===== src/rtl/dmem_arbiter.sv =====
// Two-port data-memory arbiter with round-robin grant and a blocking load window.
// Stores complete in the grant cycle; a load holds the arbiter BUSY for MEM_LAT cycles
// and returns mem_rdata to the loading port.
// Optional build macro DMEM_ARB_MISALIGN_CHK_EN: reject addr[1:0] != 0 with an error pulse.
module dmem_arbiter #(
  parameter int unsigned AW      = 32,
  parameter int unsigned DW      = 32,
  parameter int unsigned MEM_LAT = 2
) (
  input  logic          clk,
  input  logic          rst,
  input  logic          p0_req,
  input  logic          p0_we,
  input  logic [AW-1:0] p0_addr,
  input  logic [DW-1:0] p0_wdata,
  output logic          p0_gnt,
  output logic          p0_rvalid,
  output logic [DW-1:0] p0_rdata,
  output logic          p0_err,
  input  logic          p1_req,
  input  logic          p1_we,
  input  logic [AW-1:0] p1_addr,
  input  logic [DW-1:0] p1_wdata,
  output logic          p1_gnt,
  output logic          p1_rvalid,
  output logic [DW-1:0] p1_rdata,
  output logic          p1_err,
  output logic          mem_en,
  output logic          mem_we,
  output logic [AW-1:0] mem_addr,
  output logic [DW-1:0] mem_wdata,
  input  logic [DW-1:0] mem_rdata
);

  localparam logic [0:0] StIdle = 1'b0;
  localparam logic [0:0] StBusy = 1'b1;

  logic [0:0]    state_q, state_d;
  logic [3:0]    cnt_q, cnt_d;
  logic          rr_q, rr_d;        // 1: p1 wins the next contested grant
  logic          ld_port_q, ld_port_d;

  logic          sel_p1;
  logic          grant;
  logic          misalign;
  logic          issue;
  logic          sel_we;
  logic [AW-1:0] sel_addr;
  logic [DW-1:0] sel_wdata;
  logic          rd_fire;

  // Pick the requester and decide whether the access reaches memory this cycle.
  always_comb begin
    sel_p1 = 1'b0;
    if (p0_req && p1_req) begin
      sel_p1 = rr_q;
    end else begin
      sel_p1 = p1_req;
    end
    sel_we    = sel_p1 ? p1_we    : p0_we;
    sel_addr  = sel_p1 ? p1_addr  : p0_addr;
    sel_wdata = sel_p1 ? p1_wdata : p0_wdata;
    grant     = ~rst && (state_q == StIdle) && (p0_req || p1_req);
`ifdef DMEM_ARB_MISALIGN_CHK_EN
    misalign  = (sel_addr[1:0] != 2'b00);
`else
    misalign  = 1'b0;
`endif
    issue     = grant && !misalign;
    rd_fire   = ~rst && (state_q == StBusy) && (cnt_q == 4'd1);
  end

  // Drive grants, memory strobes and load returns; everything idles at zero.
  always_comb begin
    p0_gnt    = grant && !sel_p1;
    p1_gnt    = grant && sel_p1;
`ifdef DMEM_ARB_MISALIGN_CHK_EN
    p0_err    = p0_gnt && misalign;
    p1_err    = p1_gnt && misalign;
`else
    p0_err    = 1'b0;
    p1_err    = 1'b0;
`endif
    mem_en    = issue;
    mem_we    = issue && sel_we;
    mem_addr  = issue ? sel_addr  : '0;
    mem_wdata = issue ? sel_wdata : '0;
    p0_rvalid = rd_fire && !ld_port_q;
    p1_rvalid = rd_fire && ld_port_q;
    p0_rdata  = p0_rvalid ? mem_rdata : '0;
    p1_rdata  = p1_rvalid ? mem_rdata : '0;
  end

  // Next-state: loads open a MEM_LAT-cycle busy window; every grant moves the pointer.
  always_comb begin
    state_d   = state_q;
    cnt_d     = cnt_q;
    rr_d      = rr_q;
    ld_port_d = ld_port_q;
    unique case (state_q)
      StIdle: begin
        if (grant) begin
          rr_d = ~sel_p1;
        end
        if (issue && !sel_we) begin
          state_d   = StBusy;
          cnt_d     = 4'(MEM_LAT);
          ld_port_d = sel_p1;
        end
      end
      StBusy: begin
        cnt_d = cnt_q - 4'd1;
        if (cnt_q == 4'd1) begin
          state_d = StIdle;
        end
      end
      default: state_d = StIdle;
    endcase
  end

  // State registers; reset discards any load in flight.
  always_ff @(posedge clk or posedge rst) begin
    if (rst) begin
      state_q   <= StIdle;
      cnt_q     <= 4'd0;
      rr_q      <= 1'b0;
      ld_port_q <= 1'b0;
    end else begin
      state_q   <= state_d;
      cnt_q     <= cnt_d;
      rr_q      <= rr_d;
      ld_port_q <= ld_port_d;
    end
  end

endmodule


===== config.mk =====
export PLATFORM = sky130hd
export DESIGN_NAME = dmem_arbiter
export DESIGN_NICKNAME = d
export VERILOG_FILES = /design/src/rtl/dmem_arbiter.sv
export SDC_FILE = /design/constraint.sdc
export NUM_CORES = 1
export LEC_CHECK = 0
export CAP_MARGIN = 40
export CELL_PAD_IN_SITES_DETAIL_PLACEMENT = 1
export CELL_PAD_IN_SITES_GLOBAL_PLACEMENT = 2
export CORE_ASPECT_RATIO = 1.4
export CORE_MARGIN = 4
export CORE_UTILIZATION = 10
export DETAILED_ROUTE_END_ITERATION = 12
export PLACE_DENSITY_LB_ADDON = 0.1
export SLEW_MARGIN = 0
export SYNTH_ARGS = -nofsm -noshare
export SYNTH_HDL_FRONTEND = slang
export SYNTH_SLANG_ARGS = --single-unit

===== constraint.sdc =====
create_clock -name clk -period 3.6 [get_ports clk]
set_clock_uncertainty 0.05 [all_clocks]
set_input_delay 0.36 -clock clk [delete_from_list [all_inputs] [get_ports clk]]
set_output_delay 0.36 -clock clk [all_outputs]
set_load 0.02 [all_outputs]

### Word-level counts from Yosys, hierarchy flattened

Cells that the tools add are included.

| word-level totals | value |
|---|---|
| register bits | 7 |
| input port bits | 166 |
| logic and storage cells | 40 |

| cells by class | value |
|---|---|
| equal/unequal tests | 2 |
| bitwise gates (word level) | 3 |
| muxes and demuxes | 13 |
| add/subtract/negate cells | 1 |
| reduce and logical (&&, ||, !) cells | 17 |

Operators with widths:

| cell | number |
|---|---|
| 32-bit two-way mux | 6 |
| 1-bit logical AND | 11 |
| 4-bit case mux with 2 select lines | 1 |
| 4-bit by 1-bit == test with 1-bit output, second input constant | 1 |
| 1-bit two-way mux | 4 |
| 4-bit two-way mux | 1 |
| 2-bit AND reduction | 2 |
| 4-bit by 1-bit subtractor with 4-bit output, second input constant | 1 |
| 1-bit logical NOT | 3 |
| 1-bit NOT | 3 |
| 2-bit by 1-bit inequality test with 1-bit output, second input constant | 1 |
| 1-bit case mux with 2 select lines | 1 |
| 1-bit logical OR | 1 |

### Depth between registers and ports, before layout

| depth | value |
|---|---|
| word-level depth | 7 |
| gate-level depth with buffers | 6 |

### Worst setup path after synthesis

Ideal clock, no wire load.

| path | value |
|---|---|
| path kind | register -> output |
| start point | register cnt_q[1] |
| end point | output port p1_rdata[22] |
| data arrival time | 1527 ps |
| cell stages (with the launch flop) | 7 |
| setup slack | 1663 ps |
| cell sequence | dfrtp_1 inv_1 ha_1 nand4bb_1 nor3b_2 buf_2 and2_1 |

| on the way | value |
|---|---|
| longest elaborated chain between the ends | 4 |

Ends and longest elaborated chain:

| item | line | text |
|---|---|---|
| from (decl) | 39 | `logic [3:0] cnt_q, cnt_d;` |
| from (signal assigned) | 130 | `cnt_q <= cnt_d;` |
| 4-bit by 1-bit == test with 1-bit output | 70 | `rd_fire = ~rst && (state_q == StBusy) && (cnt_q == 4'd1);` |
| 1-bit logical AND | 70 |  |
| 1-bit logical AND | 89 | `p1_rvalid = rd_fire && ld_port_q;` |
| net p1_rvalid | 25 | `output logic p1_rvalid,` |
| 32-bit two-way mux | 91 | `p1_rdata = p1_rvalid ? mem_rdata : '0;` |
| to (decl) | 26 | `output logic [DW-1:0] p1_rdata,` |

The timed path passes the listed nets, and every way through them passes these cells.

### Worst setup path after layout

| path | value |
|---|---|
| start point | input port p1_req |
| end point | output port mem_wdata[7] |

| on the way | value |
|---|---|
| longest elaborated chain between the ends | 4 |

Ends and longest elaborated chain:

| item | line | text |
|---|---|---|
| from (decl) | 20 | `input logic p1_req,` |
| 1-bit logical AND | 55 | `if (p0_req && p1_req) begin` |
| 1-bit two-way mux | 55 |  |
| 32-bit two-way mux | 62 | `sel_wdata = sel_p1 ? p1_wdata : p0_wdata;` |
| 32-bit two-way mux * | 87 | `mem_wdata = issue ? sel_wdata : '0;` |
| to (decl) | 31 | `output logic [DW-1:0] mem_wdata,` |

Every way passes the cells marked *; elsewhere a longest branch is shown, timed or not.

==> out/metrics.cfg <==
[run_status]
status=completed

[run]
drv_cap=0

[place]
dp_hpwl_microns=12640
portBuffers=299
dp_cells=687
place.gp.congestion=0.7651

[setup_path]
worst-r2r-cell-count=3
r2r_slack_ns=2.15
arrival_ns=2.62
crit_type=in -> out
critical_path.endpoint=mem_wdata[7]
required_ns=3.19
cp-start-kind=input pin
cp_max_fo=21
timing.rr.start=state_q
reg2reg_to=state_q
cp-end-kind=output port
crit_path_start=p1_req

[routing]
finalWirelength_microns=14640
dr.pass1.iters=4
num_vias=2851
vias_per_cell=4.126
drt_iter0_drc=89
wl_per_cell_microns=21.19
ant_nets=0
drc_errors=0

[die]
start_util=0.1023
die_area_sq_mm=0.01869
die_w_microns=116.7
coreArea_sq_mm=0.01617
die_h_microns=160.2
ios=302
rows=55

[grt]
grt_pass1_vias=3012
grt_pass1_wl_microns=19930
grt_max_degree=66
grt.total_usage=0.1421
grt_overflow=0
antenna_found_initial=9

[clock_network]
post-cts-setup-buffers=0
cts.path.max_buffers=2
cts_tree=built
clkTransAtPathRegs_ns=0.04
clock-root-buffer=clkbuf_16
numCtsBuffers=3
cts_hold_buffers=0
cts_num_sinks=7
post_cts_resize_count=0
clock_latency_ns=0.23
cts_max_level=1

[sta]
hold_viol=0
drv_slew=0
fin_crit_ns=3.027
rsz0062_at_grt=false
setup-tns-final_ns=0
setup_viol_count_final=0
fmax_mhz=330.4
finalCritPeriodShare=0.8408

[synth]
netlist_area_sq_mm=0.001654
synth_top_area_share=0.3442
async_flop_share=1.000
yosysUniqueCellTypes=36
syn_avg_cell_area_sq_um=8.030
synth_cells=206
ys_ff_latch=7
synth_top_area_cell=a22o_1
synthTopCellsByArea=a22o_1 (34%), and2_1 (24%), dfrtp_1 (11%)
synthFlopType=dfrtp_1
yosysWarnings=0
yosysSeqAreaShare=0.1059
synth_edf_count=0

[final_layout]
syn_to_final_growth_pct=195.2
drive_gt1_frac=0.03659
nets=661
final_cells=691
antenna_cells=0

[power_and_ir_drop]
ir_worst_vdd_mv=0.2143
cellLeakagePower_nw=1.819
p_per_area_mw_per_mm2=303.0

[hold_path]
hold_class=in -> async

critical path, stage by stage:
cell             delay, ns
clkdlybuf4s50_1       0.65
and3_2                0.51
buf_12                0.22
a22o_1                0.20
clkdlybuf4s50_1       0.66
cells in the final DEF (no fill, tap or decap), types with 2 or more instances in the layout:
cell type        Yosys  final
buf_4                3      4
clkbuf_16            0      3
a32oi_1              2      2
clkdlybuf4s50_1      0    297
nand2_1              3      3
ha_1                 2      2
nand2b_1             2      2
a21oi_1              3      3
conb_1               1      2
a22o_1              65     65
nor2_1               6      6
nor2b_1              3      3
o31ai_1              2      2
inv_1                3      3
a31oi_1              2      2
and2_1              64     64
buf_12               0      4
nand3_1              2      2
dfrtp_1              7      7
Yosys cell counts, drive strengths merged, types with 2 or more instances:
cell / n
nor3: 2
inv: 3
nand3: 2
nor2: 7
a21oi: 3
nand2b: 2
a31oi: 2
a22o: 65
nand2: 3
buf: 19
ha: 2
o31ai: 2
a32oi: 2
clkbuf: 5
dfrtp: 7
nor2b: 3
and2: 64
per-stage QoR:
| step | area (sq um) | power [mW] | util | hold WS (ns) | worst slack, ns |
|---|---|---|---|---|---|
| final | 4882 | 1.479 | 0.3019 | 0.5073 | 0.5731 |
| after CTS | 4882 | 1.503 | 0.3019 | 0.5096 | 0.5390 |
| after detailed placement | 4803 | 1.304 | 0.2970 | 0.5015 | 0.5443 |
| after global routing | 4882 | 1.582 | 0.3019 | 0.5581 | 0.4563 |
| after global placement | 4803 | 1.292 | 0.2970 | 0.4924 | 0.5497 |
| after floorplan | 1658 | 0.7426 | - | 0.1134 | 1.663 |
state kept, by name, indices dropped and copies added (netlist names):
| signal | flops |
|---|---|
| cnt_q | 4 |
| ld_port_q | 1 |
| rr_q | 1 |
| state_q | 1 |
logic make-up (layout without fill, tap and decap cells):
kind of cell               after synthesis  count (layout)  share of synthesized area
AOI/OAI and AO/OA                       77              77                     0.3964
adders and majority gates                2               2                    0.01513
buffers and inverters                   27             312                     0.1203
DFF                                      7               7                     0.1059
xor gates and xnor gates                 2               2                    0.01059
other                                    1               2                   0.002267
and+or+nand+nor                         90              90                     0.3495
layout make-up:
class	count	area, sq um
fill	1885	11290
timing repair buffer	305	3083
multi-input combinational	173	1285
tap	199	249.0
sequential	7	175.2
clock buffer	4	78.83
inverter	3	11.26
power by group:
part | switching (mW) | internal [mW]
logic | 0.508 | 0.599
registers | 0.0597 | 0.120
clock network | 0.0448 | 0.148
worst min path at each step:
stage	startpoint	endpoint	slack, ns	cells past startpoint
floorplan	rst	cnt_q[0]	0.11	1
global placement	cnt_q[1]	cnt_q[1]	0.49	1
detailed placement	rr_q	rr_q	0.50	1
CTS	rr_q	rr_q	0.51	1
global route	rst	ld_port_q	0.56	3
finish	rst	ld_port_q	0.51	3
metal layers:
layer | GRT usage | vias to the layer above | part of all wire
met5 | 0 | - | 0.0085
met4 | 0.006260 | 18 | 0.0030
met3 | 0.07127 | 23 | 0.14
met2 | 0.2680 | 177 | 0.51
met1 | 0.1450 | 1307 | 0.34
li1 | - | 1326 | -
(Power assumes the default switching activity.)
